<file path="config.mk">
export PLATFORM = sky130hd
export DESIGN_NAME = usbf_dma_arb_flat
export DESIGN_NICKNAME = d
export VERILOG_FILES = /design/src/rtl/usbf_dma_arb_if.sv /design/src/rtl/usbf_dma_arb.sv /design/src/flat_wrapper.sv
export SDC_FILE = /design/constraint.sdc
export NUM_CORES = 1
export LEC_CHECK = 0
export CORE_MARGIN = 2
export CORE_UTILIZATION = 33
export DETAILED_ROUTE_END_ITERATION = 10
export SLEW_MARGIN = 20
export SYNTH_ARGS = -nofsm -noshare
export SYNTH_HDL_FRONTEND = slang
export SYNTH_SLANG_ARGS = --single-unit
</file>
<file path="constraint.sdc">
create_clock -name clk -period 5.1 [get_ports clk]
set_input_delay 1.02 -clock clk [delete_from_list [all_inputs] [get_ports clk]]
set_output_delay 1.02 -clock clk [all_outputs]
set_load 0.02 [all_outputs]
</file>
<file path="src/rtl/usbf_dma_arb_if.sv">
// Handshake bundle between the DMA arbiter, the endpoint register files
// and the system DMA channel.
interface usbf_dma_arb_if #(
  parameter int NUM_EP = 16
) ();
  logic [NUM_EP-1:0] dma_req;
  logic [NUM_EP-1:0] ep_en;
  logic [NUM_EP-1:0] dma_ack;
  logic              sys_req;
  logic              sys_ack;
  logic [3:0]        sys_ep;
  logic              busy;
  logic              err;
  logic              err_clr;

  modport master (
    input  dma_req, ep_en, sys_ack, err_clr,
    output dma_ack, sys_req, sys_ep, busy, err
  );

  modport slave (
    output dma_req, ep_en, sys_ack, err_clr,
    input  dma_ack, sys_req, sys_ep, busy, err
  );
endinterface

</file>
<file path="src/rtl/usbf_dma_arb.sv">
// usbf_dma_arb: round-robin DMA request arbiter for USB function endpoints.
// Define USBF_DMA_ARB_TIMEOUT_EN for the XFER watchdog and sticky err flag.
module usbf_dma_arb #(
  parameter int NUM_EP    = 16,
  parameter int BURST_LEN = 4
) (
  input logic            clk,
  input logic            rst,
  usbf_dma_arb_if.master bus
);

  typedef enum logic [2:0] {
    IDLE,
    ARB,
    XFER,
    GAP1,
    GAP2
  } state_e;

  state_e            state_q, state_d;
  logic [3:0]        grant_q, grant_d;
  logic [3:0]        last_q, last_d;
  logic [7:0]        cnt_q, cnt_d;
  logic [NUM_EP-1:0] ack_q, ack_d;
  logic              req_q, req_d;
  logic              busy_q, busy_d;

  logic [15:0] req_v;
  logic [15:0] one_hot;
  logic [3:0]  pick;
  logic [3:0]  idx;
  logic        found;
  logic        tmo;

  assign req_v   = 16'(bus.dma_req & bus.ep_en);
  assign one_hot = 16'd1 << grant_q;

  // Rotating priority: first enabled request after the last grant.
  always_comb begin
    found = 1'b0;
    pick  = last_q;
    idx   = last_q;
    for (int i = 1; i <= NUM_EP; i++) begin
      idx = 4'((int'(last_q) + i) % NUM_EP);
      if (!found && req_v[idx]) begin
        found = 1'b1;
        pick  = idx;
      end
    end
  end

`ifdef USBF_DMA_ARB_TIMEOUT_EN
  logic [7:0] wd_q, wd_d;
  logic       err_q, err_d;

  assign tmo   = (state_q == XFER) && !bus.sys_ack
               && (wd_q == 8'd254);
  assign wd_d  = (state_q == XFER) ? wd_q + 8'd1 : 8'd0;
  assign err_d = tmo | (err_q & ~bus.err_clr);

  always_ff @(posedge clk or negedge rst) begin
    if (!rst) begin
      wd_q  <= 8'd0;
      err_q <= 1'b0;
    end else begin
      wd_q  <= wd_d;
      err_q <= err_d;
    end
  end

  assign bus.err = err_q;
`else
  logic unused_err_clr;

  assign tmo            = 1'b0;
  assign unused_err_clr = bus.err_clr;
  assign bus.err        = 1'b0;
`endif

  always_comb begin
    state_d = state_q;
    grant_d = grant_q;
    last_d  = last_q;
    cnt_d   = cnt_q;
    ack_d   = '0;
    unique case (state_q)
      IDLE: begin
        if (|req_v) state_d = ARB;
      end
      ARB: begin
        if (found) begin
          grant_d = pick;
          last_d  = pick;
          cnt_d   = 8'd0;
          state_d = XFER;
        end else begin
          state_d = IDLE;
        end
      end
      XFER: begin
        if (tmo) begin
          state_d = IDLE;
        end else if (bus.sys_ack) begin
          ack_d   = one_hot[NUM_EP-1:0];
          cnt_d   = cnt_q + 8'd1;
          state_d = GAP1;
        end
      end
      GAP1: state_d = GAP2;
      GAP2: begin
        if (req_v[grant_q] && (cnt_q < 8'(BURST_LEN)))
          state_d = XFER;
        else
          state_d = IDLE;
      end
      default: state_d = IDLE;
    endcase
    req_d  = (state_d == XFER);
    busy_d = (state_d != IDLE);
  end

  always_ff @(posedge clk or negedge rst) begin
    if (!rst) begin
      state_q <= IDLE;
      grant_q <= 4'd0;
      last_q  <= 4'(NUM_EP - 1);
      cnt_q   <= 8'd0;
      ack_q   <= '0;
      req_q   <= 1'b0;
      busy_q  <= 1'b0;
    end else begin
      state_q <= state_d;
      grant_q <= grant_d;
      last_q  <= last_d;
      cnt_q   <= cnt_d;
      ack_q   <= ack_d;
      req_q   <= req_d;
      busy_q  <= busy_d;
    end
  end

  assign bus.dma_ack = ack_q;
  assign bus.sys_req = req_q;
  assign bus.sys_ep  = grant_q;
  assign bus.busy    = busy_q;

endmodule

</file>
<file path="src/flat_wrapper.sv">
// flat-port wrapper written by rule: the top's interface ports become plain ports
module usbf_dma_arb_flat 
#(
  parameter int NUM_EP    = 16,
  parameter int BURST_LEN = 4
)
  (clk, rst, bus_dma_req, bus_ep_en, bus_sys_ack, bus_err_clr, bus_dma_ack, bus_sys_req, bus_sys_ep, bus_busy, bus_err);
  usbf_dma_arb_if #(.NUM_EP(NUM_EP)) bus_i ();
  input logic clk;
  input logic rst;
  input wire logic [$bits(bus_i.dma_req)-1:0] bus_dma_req;
  input wire logic [$bits(bus_i.ep_en)-1:0] bus_ep_en;
  input wire logic [$bits(bus_i.sys_ack)-1:0] bus_sys_ack;
  input wire logic [$bits(bus_i.err_clr)-1:0] bus_err_clr;
  output wire logic [$bits(bus_i.dma_ack)-1:0] bus_dma_ack;
  output wire logic [$bits(bus_i.sys_req)-1:0] bus_sys_req;
  output wire logic [$bits(bus_i.sys_ep)-1:0] bus_sys_ep;
  output wire logic [$bits(bus_i.busy)-1:0] bus_busy;
  output wire logic [$bits(bus_i.err)-1:0] bus_err;
  assign bus_i.dma_req = bus_dma_req;
  assign bus_i.ep_en = bus_ep_en;
  assign bus_i.sys_ack = bus_sys_ack;
  assign bus_i.err_clr = bus_err_clr;
  assign bus_dma_ack = bus_i.dma_ack;
  assign bus_sys_req = bus_i.sys_req;
  assign bus_sys_ep = bus_i.sys_ep;
  assign bus_busy = bus_i.busy;
  assign bus_err = bus_i.err;
  usbf_dma_arb #(.NUM_EP(NUM_EP), .BURST_LEN(BURST_LEN)) u_core (.clk(clk), .rst(rst), .bus(bus_i));
endmodule
</file>
==> flow_summary_export.csv, run 1 <==
group,metric,value,unit
layout,utilization,40.4,%
sta,setup_repair_after_global_routing_missed_its_margin,"no",
sta,final.hold.worst_slack,0.539,ns
critical_path,critPathLaunch,"u_core.last_q[1]",
drt,firstDrtPassIters,5,
clocking,ctsLongestPathBuffers,2,
clocking,cts.reportedPaths.clkPinSlew,0.06,ns
critical_path,worstSetupStartpointType,"flip-flop",
critical_path,worst_path_dominant_cell_family,"simple AND/OR/NAND/NOR gates",
critical_path,cp.buffers_inverters,0,
logic_synthesis,netlist_instances,447,
critical_path,critical_path.endpoint_type,"flip-flop",
drt,wl_per_cell,18.5,µm
drt,ant_nets,0,
global_route,grt_start_max_net_pins,39,
sta,finalCritPeriodShare,84.2,%
global_route,first_global_vias,3683,
sta,final_hold_viol_count,0,
die,die_h,114,µm
die,num_rows,40,
logic_synthesis,synth_seq_cells,37,
clocking,cts-htree-levels,2,
clocking,cts.root.buffer_cell,"sky130_fd_sc_hd__clkbuf_16",
logic_synthesis,post_synth_num_cell_types,71,
global_route,grt_use_total,18.8,%
critical_path,setup.worst_path.class,"reg2reg",
logic_synthesis,synthesized_net_count,491,
logic_synthesis,synth_enable_flop_cells,0,
critical_path,stage_delay_of_the_slowest_cell_on_the_critical_path,0.79,ns
critical_path,cp_data_required_time,5.24,ns
placement,gp_congestion,0.993,
sta,fin_crit,4.29,ns
drt,drt_iter0_markers,260,
layout,insertedDiodeCount,0,
logic_synthesis,synthesis.yosys.warnings,0,
sta,setup_tns,0,ns
logic_synthesis,syn_area,3970,µm²
layout,most_common_cell_after_layout_fill_and_taps_aside,"sky130_fd_sc_hd__clkdlybuf4s50_1",
drt,route.vias.total,3871,
clocking,cts_setup_buffers,0,
sta,timing.clock.skew,0.00715,ns
placement,buffer_ports.inserted,56,
drt,viasPerCell,5.97,
die,io-pin-count,59,
clocking,clk_latency,0.28,ns
global_route,grt_antenna_before_repair,0,
drt,finalWirelength,12000,µm
critical_path,cells_along_the_critical_path,"ha_1, xor2_1, mux4_2, mux2i_4, nand3_1, or3_1, nor3_4, nor2_1, a32oi_1, o211ai_1",
logic_synthesis,synth_top_flop_cell,"sky130_fd_sc_hd__dfrtp_1",
layout,syn_to_final_growth,20.8,%
logic_synthesis,syn_avg_cell_area,8.88,µm²
logic_synthesis,asyncSetResetFlopFracSynth,100,%
clocking,tritoncts,"built",
global_route,overflow,0,
outcome,status,"complete, no violations",
drt,drc,0,
logic_synthesis,synth-seq-area-share,23.4,%
sta,relSlewSlack,43.8,%
sta,finalMaxSlewViolations,0,
critical_path,regToRegStartpoint,"u_core.last_q[1]",
die,die_area,12900,µm²
die,initial_core_util,33.5,%
critical_path,path_max_fanout,13,
layout,final_cell_mix,"sky130_fd_sc_hd__clkdlybuf4s50_1, sky130_fd_sc_hd__nand2_1, sky130_fd_sc_hd__nor2_1",
die,die_x,114,µm
critical_path,cp_data_arrival_time,4.43,ns
sta,max_freq,233,MHz
clocking,cts_resized,0,
layout,drive_above_1_share,15.2,%
global_route,first_pass_grt_wire_length,19400,µm
placement,post-dp-hpwl,9240,µm
die,core_area,11900,µm²
min_path,holdCritPathClass,"reg2reg",
layout,final-instance-count-excl-fill,648,
min_path,worst_hold_startpoint,"u_core.cnt_q[0]",
critical_path,crit_path_top_delay_cell,"sky130_fd_sc_hd__dfstp_2",
clocking,post_cts_hold_buffer_count,0,
layout,finalNetCount,544,
sta,worstMarginPinSlew,0.819,ns
job,max-cap-violations,0,
placement,placedCellCount,640,
sta,timing.final.setup_violations,0,
clocking,tritoncts.num_buffers,5,
clocking,cts_sinks,37,
per-stage QoR:
step                      area [µm²]  worst slack [ns]
after floorplan                 3970              1.40
after global placement          4650             0.926
after detailed placement        4650             0.914
after CTS                       4790             0.890
after global routing            4790             0.652
final                           4790             0.806
Yosys cell counts, types with 4 or more instances:
| master | count | area share, % |
|---|---|---|
| sky130_fd_sc_hd__a211oi_1 | 4 | 0.76 |
| sky130_fd_sc_hd__a21oi_1 | 14 | 1.8 |
| sky130_fd_sc_hd__a22oi_1 | 4 | 0.76 |
| sky130_fd_sc_hd__and2_1 | 5 | 0.79 |
| sky130_fd_sc_hd__and3_1 | 6 | 0.95 |
| sky130_fd_sc_hd__buf_2 | 5 | 0.63 |
| sky130_fd_sc_hd__buf_6 | 6 | 1.7 |
| sky130_fd_sc_hd__clkbuf_1 | 7 | 0.66 |
| sky130_fd_sc_hd__dfrtp_1 | 33 | 21 |
| sky130_fd_sc_hd__dfstp_2 | 4 | 2.6 |
| sky130_fd_sc_hd__ha_1 | 8 | 2.5 |
| sky130_fd_sc_hd__inv_1 | 7 | 0.66 |
| sky130_fd_sc_hd__mux2_2 | 7 | 2.0 |
| sky130_fd_sc_hd__mux2i_1 | 12 | 3.0 |
| sky130_fd_sc_hd__mux2i_4 | 4 | 2.3 |
| sky130_fd_sc_hd__mux4_2 | 22 | 12 |
| sky130_fd_sc_hd__nand2_1 | 51 | 4.8 |
| sky130_fd_sc_hd__nand2b_1 | 9 | 1.4 |
| sky130_fd_sc_hd__nand3_1 | 22 | 2.8 |
| sky130_fd_sc_hd__nand3b_1 | 4 | 0.76 |
| sky130_fd_sc_hd__nand4_1 | 10 | 1.6 |
| sky130_fd_sc_hd__nor2_1 | 43 | 4.1 |
| sky130_fd_sc_hd__nor3_1 | 19 | 2.4 |
| sky130_fd_sc_hd__o2111ai_1 | 7 | 1.5 |
| sky130_fd_sc_hd__o21a_1 | 6 | 1.1 |
| sky130_fd_sc_hd__o21ai_0 | 18 | 2.3 |
| sky130_fd_sc_hd__o21ai_1 | 9 | 1.1 |
| sky130_fd_sc_hd__o221ai_1 | 4 | 0.88 |
| sky130_fd_sc_hd__o22ai_1 | 9 | 1.4 |
| sky130_fd_sc_hd__o31ai_1 | 4 | 0.76 |
| sky130_fd_sc_hd__or2_2 | 4 | 0.63 |
| sky130_fd_sc_hd__or3_1 | 5 | 0.79 |
| sky130_fd_sc_hd__xor2_1 | 12 | 2.6 |
worst paths after layout:
path / to / slack, ns / cells after the start
max: u_core.bus.sys_ep[2] / 0.81 / 10
min: u_core.cnt_q[0] / 0.54 / 1
max reg2reg: u_core.bus.sys_ep[2] / 0.81 / 10
min reg2reg: u_core.cnt_q[0] / 0.54 / 1
max in group asynchronous: u_core.bus.sys_ep[1] / 3.75 / 1
min in group asynchronous: u_core.bus.dma_ack[3] / 0.84 / 1
routing by layer:
metal	global-route usage [%]	wire length (µm)	vias up
met3	2.39	560	24
met1	26.6	5450	1877
li1	-	-	1830
met2	30.1	5680	140
met5	0	0	-
met4	6.02	300	0
kinds of logic after synthesis:
group	after synthesis	synth area share, %
other cells	1	0.0945
simple gates	195	24.7
buf+inv	30	4.41
mux	47	20.5
compound gates	112	19.9
fa+ha+maj	8	2.52
flops	37	23.4
xor+xnor	17	4.41
sequential cells by signal, summed over array words and instances (netlist names):
name / cells
u_core.state_q: 3
u_core.bus.busy: 1
u_core.bus.sys_req: 1
u_core.last_q: 4
u_core.bus.dma_ack: 16
u_core.cnt_q: 8
u_core.bus.sys_ep: 4
cell type report:
type / instances / area, µm²
Inverter: 9 / 33.8
Fill cell: 1133 / 7070
Clock buffer: 6 / 129
Timing Repair Buffer: 67 / 638
Tap cell: 147 / 184
Clock inverter: 2 / 15.0
Sequential cell: 37 / 931
Multi-Input combinational cell: 380 / 2860
worst reg2reg max path, stage by stage, from the launching register on:
cell	delay [ns]
sky130_fd_sc_hd__dfstp_2	0.79
sky130_fd_sc_hd__ha_1	0.43
sky130_fd_sc_hd__xor2_1	0.68
sky130_fd_sc_hd__mux4_2	0.49
sky130_fd_sc_hd__mux2i_4	0.31
sky130_fd_sc_hd__nand3_1	0.18
sky130_fd_sc_hd__or3_1	0.54
sky130_fd_sc_hd__nor3_4	0.29
sky130_fd_sc_hd__nor2_1	0.12
sky130_fd_sc_hd__a32oi_1	0.22
sky130_fd_sc_hd__o211ai_1	0.12
Power of run 1 is not shown: default switching activity piles up to over one toggle a cycle in this logic, so the estimate is an artifact.
==> run 2: changes to the inputs <==
Clock period 5.1 ns to 3.7 ns, I/O delays scaled along.
==> flow_summary_export.csv, run 2 (synthesis results as in run 1) <==
group,metric,value,unit
outcome,status,"complete, no violations",
placement,placed_cell_area,5180,µm²
clocking,cts.root.buffer_cell,"sky130_fd_sc_hd__clkbuf_16",
sta,setup_repair_after_global_routing_missed_its_margin,"yes",
sta,worstMarginPinSlew,0.832,ns
layout,nFillCells,1165,
min_path,holdCritPathClass,"reg2reg",
sta,fin_crit,3.55,ns
job,max-cap-violations,0,
global_route,grt_use_total,20.4,%
clocking,tritoncts.num_buffers,5,
die,die_h,114,µm
layout,final-instance-count-excl-fill,716,
layout,finalNetCount,612,
global_route,first_pass_grt_wire_length,21100,µm
placement,placedCellCount,705,
critical_path,setup.worst_path.class,"reg2reg",
min_path,worst_hold_startpoint,"u_core.cnt_q[0]",
die,io-pin-count,59,
critical_path,cp_data_required_time,3.84,ns
layout,largest_register_ff_count,16,
sta,relSlewSlack,44.5,%
layout,final_cell_mix,"sky130_fd_sc_hd__buf_4, sky130_fd_sc_hd__clkdlybuf4s50_1, sky130_fd_sc_hd__nand2_1",
critical_path,regToRegStartpoint,"u_core.last_q[0]",
drt,ant_nets,0,
drt,drt_iter0_markers,332,
placement,post-dp-hpwl,10400,µm
critical_path,stage_delay_of_the_slowest_cell_on_the_critical_path,0.56,ns
sta,max_freq,282,MHz
clocking,ctsLongestPathBuffers,2,
layout,drive_above_1_share,25.8,%
placement,buffer_ports.inserted,56,
drt,viasPerCell,5.75,
layout,insertedDiodeCount,0,
critical_path,cells_along_the_critical_path,"buf_12, ha_1, xnor2_1, mux4_2, mux2i_4, nand3_4, or3_1, nor3_4, nor2_1, a32oi_1, o211ai_1",
sta,final_hold_viol_count,0,
clocking,tritoncts,"built",
drt,drc,0,
layout,most_common_cell_after_layout_fill_and_taps_aside,"sky130_fd_sc_hd__buf_4",
clocking,clk_latency,0.27,ns
clocking,cts-htree-levels,2,
critical_path,worstSetupStartpointType,"flip-flop",
die,core_area,11900,µm²
die,num_rows,40,
die,initial_core_util,33.5,%
critical_path,crit_path_top_delay_cell,"sky130_fd_sc_hd__dfstp_2",
sta,timing.clock.skew,0.00493,ns
global_route,grt_antenna_before_repair,0,
global_route,overflow,0,
sta,finalCritPeriodShare,95.9,%
global_route,grt_start_max_net_pins,40,
layout,post_route_cell_area,5390,µm²
drt,finalWirelength,13000,µm
drt,wl_per_cell,18.1,µm
drt,route.vias.total,4117,
placement,gp_congestion,0.924,
sta,timing.final.setup_violations,0,
critical_path,path_max_fanout,39,
sta,final.hold.worst_slack,0.535,ns
die,die_x,114,µm
clocking,cts.reportedPaths.clkPinSlew,0.06,ns
critical_path,critPathLaunch,"u_core.last_q[0]",
sta,finalMaxSlewViolations,0,
critical_path,cp_data_arrival_time,3.69,ns
drt,firstDrtPassIters,5,
clocking,post_cts_hold_buffer_count,0,
die,die_area,12900,µm²
clocking,cts_sinks,37,
critical_path,critical_path.endpoint_type,"flip-flop",
global_route,first_global_vias,4025,
layout,syn_to_final_growth,35.6,%
[run 2: cell count changes in the layout (fill, tap and decap cells not counted), sizes merged]
cell	previous run	this run
inv	9	8
buf	12	80
bufinv	0	1
[run 2: repair_timing]
item | 4_1_cts | 5_1_grt
setup buffers | 0 | 3
hold endpoints to repair | 0 | 0
setup endpoints to repair | 0 | 6
resized for setup | 0 | 2
[run 2: layout make-up]
cell class | instances | area, µm² | share of cell area (%)
Multi-Input combinational cell | 380 | 2870 | 53.3
Timing Repair Buffer | 135 | 1190 | 22.0
Sequential cell | 37 | 931 | 17.3
Tap cell | 147 | 184 | 3.42
Clock buffer | 6 | 139 | 2.58
Clock inverter | 2 | 37.5 | 0.697
Inverter | 9 | 37.5 | 0.697
[run 2: metal layers]
metal | global-route usage, % | up-vias | routed length (µm)
li1 | - | 1957 | -
met1 | 28.3 | 1975 | 5780
met2 | 34.6 | 157 | 6190
met3 | 2.02 | 28 | 712
met4 | 4.96 | 0 | 310
met5 | 0 | - | 0
[run 2: critical path: cells and delay by family, from the launching register on]
family	cells	cell delay, ns
AO/OA/AOI/OAI	2	0.32
XOR/XNOR	1	0.27
adder cells (fa/ha/maj)	1	0.25
buffers and inverters	1	0.20
flip-flops	1	0.56
multiplexers	2	0.73
AND/OR/NAND/NOR	4	1.05
[run 2: path summary, 6_finish.rpt]
path	to	slack [ns]	cells after the start
max	u_core.bus.sys_ep[2]	0.15	11
min	u_core.cnt_q[0]	0.54	1
max reg2reg	u_core.bus.sys_ep[2]	0.15	11
min reg2reg	u_core.cnt_q[0]	0.54	1
max in group asynchronous	u_core.cnt_q[0]	2.61	1
min in group asynchronous	u_core.bus.dma_ack[6]	0.57	1
[run 2: per-stage QoR]
| step | TNS [ns] | utilization [%] | worst slack, ns |
|---|---|---|---|
| after floorplan | 0 | - | 0.0699 |
| after global placement | -0.403 | 43.6 | -0.105 |
| after detailed placement | -0.454 | 43.6 | -0.121 |
| after CTS | 0 | 45.1 | 0.0751 |
| after global routing | -0.0429 | 45.4 | -0.0429 |
| final | 0 | 45.4 | 0.152 |
Power of run 2 is left out for the same reason.
==> run 3: changes to the inputs <==
Clock period 3.7 ns to 3.81 ns, I/O delays scaled along.
==> flow_summary_export.csv, run 3 (synthesis results as in run 1) <==
group,metric,value,unit
outcome,status,"complete, no violations",
sta,setup_tns,0,ns
sta,timing.final.setup_violations,0,
critical_path,path_max_fanout,7,
drt,route.vias.total,4102,
critical_path,critical_path.endpoint_type,"flip-flop",
layout,final-instance-count-excl-fill,698,
global_route,overflow,0,
drt,ant_nets,0,
layout,syn_to_final_growth,31.4,%
critical_path,cp_data_arrival_time,3.85,ns
sta,setup_repair_after_global_routing_missed_its_margin,"no",
placement,placedCellCount,690,
critical_path,crit_path_top_delay_cell,"sky130_fd_sc_hd__a2111oi_0",
die,die_h,114,µm
placement,gp_congestion,1.00,
clocking,post_cts_hold_buffer_count,0,
global_route,grt_start_max_net_pins,38,
layout,final_cell_mix,"sky130_fd_sc_hd__buf_4, sky130_fd_sc_hd__clkdlybuf4s50_1, sky130_fd_sc_hd__nand2_1",
global_route,grt_use_total,20.7,%
global_route,first_global_vias,4063,
layout,largest_register_ff_count,16,
clocking,ctsLongestPathBuffers,2,
sta,max_freq,270,MHz
drt,finalWirelength,13200,µm
clocking,clk_latency,0.28,ns
critical_path,cp.buffers_inverters,2,
global_route,first_pass_grt_wire_length,21300,µm
clocking,tritoncts,"built",
layout,nFillCells,1124,
job,max-cap-violations,0,
clocking,tritoncts.num_buffers,5,
die,io-pin-count,59,
global_route,grt_antenna_before_repair,0,
clocking,cts-htree-levels,2,
layout,drive_above_1_share,23.2,%
clocking,cts_setup_buffers,0,
die,num_rows,40,
clocking,cts.reportedPaths.clkPinSlew,0.06,ns
sta,worstMarginPinSlew,0.800,ns
critical_path,cells_along_the_critical_path,"clkdlybuf4s50_1, nand2_1, mux4_2, o22ai_1, buf_4, nor3_1, a2111oi_0, o22ai_1, o221ai_1, a21oi_1, o21ai_0, o21ai_0",
placement,buffer_ports.inserted,56,
min_path,holdCritPathClass,"reg2reg",
drt,wl_per_cell,18.9,µm
drt,firstDrtPassIters,5,
die,die_x,114,µm
layout,finalNetCount,594,
critical_path,stage_delay_of_the_slowest_cell_on_the_critical_path,0.65,ns
sta,final.hold.worst_slack,0.547,ns
sta,final_hold_viol_count,0,
layout,most_common_cell_after_layout_fill_and_taps_aside,"sky130_fd_sc_hd__buf_4",
sta,relSlewSlack,46.3,%
clocking,cts_sinks,37,
die,core_area,11900,µm²
critical_path,worstSetupStartpointType,"input pin",
clocking,cts.root.buffer_cell,"sky130_fd_sc_hd__clkbuf_16",
critical_path,worst_path_dominant_cell_family,"compound AO/OA/AOI/OAI gates",
sta,finalMaxSlewViolations,0,
sta,finalCritPeriodShare,97.0,%
die,die_area,12900,µm²
drt,drt_iter0_markers,314,
drt,drc,0,
critical_path,setup.worst_path.class,"in2reg",
die,initial_core_util,33.5,%
sta,fin_crit,3.70,ns
layout,insertedDiodeCount,0,
placement,post-dp-hpwl,10500,µm
drt,viasPerCell,5.88,
sta,timing.clock.skew,0.00426,ns
critical_path,cp_data_required_time,3.96,ns
==> run 3: cell types whose count changed in the layout (fill, tap and decap cells not counted), sizes merged <==
cell and change:
buf -18, clkinvlp -1, clkinv +1
==> run 3: cell type report <==
type,count,area [µm²],area share (%)
Multi-Input combinational cell,380,2870,55.0
Sequential cell,37,931,17.8
Inverter,9,37.5,0.719
Clock inverter,2,38.8,0.743
Timing Repair Buffer,117,1030,19.7
Tap cell,147,184,3.53
Clock buffer,6,129,2.47
==> run 3: per-stage QoR <==
| stage | util (%) | area, µm² | worst slack, ns |
|---|---|---|---|
| floorplan | - | 3970 | 0.107 |
| global placement | 42.5 | 5040 | -0.0235 |
| CTS | 43.9 | 5210 | 0.0942 |
| finish | 44.0 | 5220 | 0.113 |
| detailed placement | 42.5 | 5040 | -0.0467 |
| global route | 44.0 | 5220 | 0.0164 |
==> run 3: repair_timing <==
| action | CTS | global route |
|---|---|---|
| endpoints found under the setup margin | 0 | 7 |
| gates resized for setup | 0 | 2 |
| endpoints found under the hold margin | 0 | 0 |
==> run 3: final timing paths <==
| check | start | to | slack (ns) | cells past startpoint |
|---|---|---|---|---|
| max in group asynchronous | rst | u_core.bus.sys_ep[1] | 2.73 | 1 |
| worst min register to register | u_core.cnt_q[0] | u_core.cnt_q[0] | 0.55 | 1 |
| worst max-delay path | bus_dma_req[3] | u_core.bus.sys_ep[1] | 0.11 | 12 |
| min in group asynchronous | rst | u_core.bus.dma_ack[5] | 0.58 | 1 |
| worst max register to register | u_core.last_q[0] | u_core.bus.sys_ep[1] | 0.12 | 12 |
| worst min-delay path | u_core.cnt_q[0] | u_core.cnt_q[0] | 0.55 | 1 |
==> run 3: metal layers <==
metal	wire, µm	vias up	track usage, %
met4	403	0	7.24
met3	761	29	2.02
met5	0	-	0
li1	-	1919	-
met1	5680	2000	28.6
met2	6350	154	34.2
Power of run 3 is left out for the same reason.
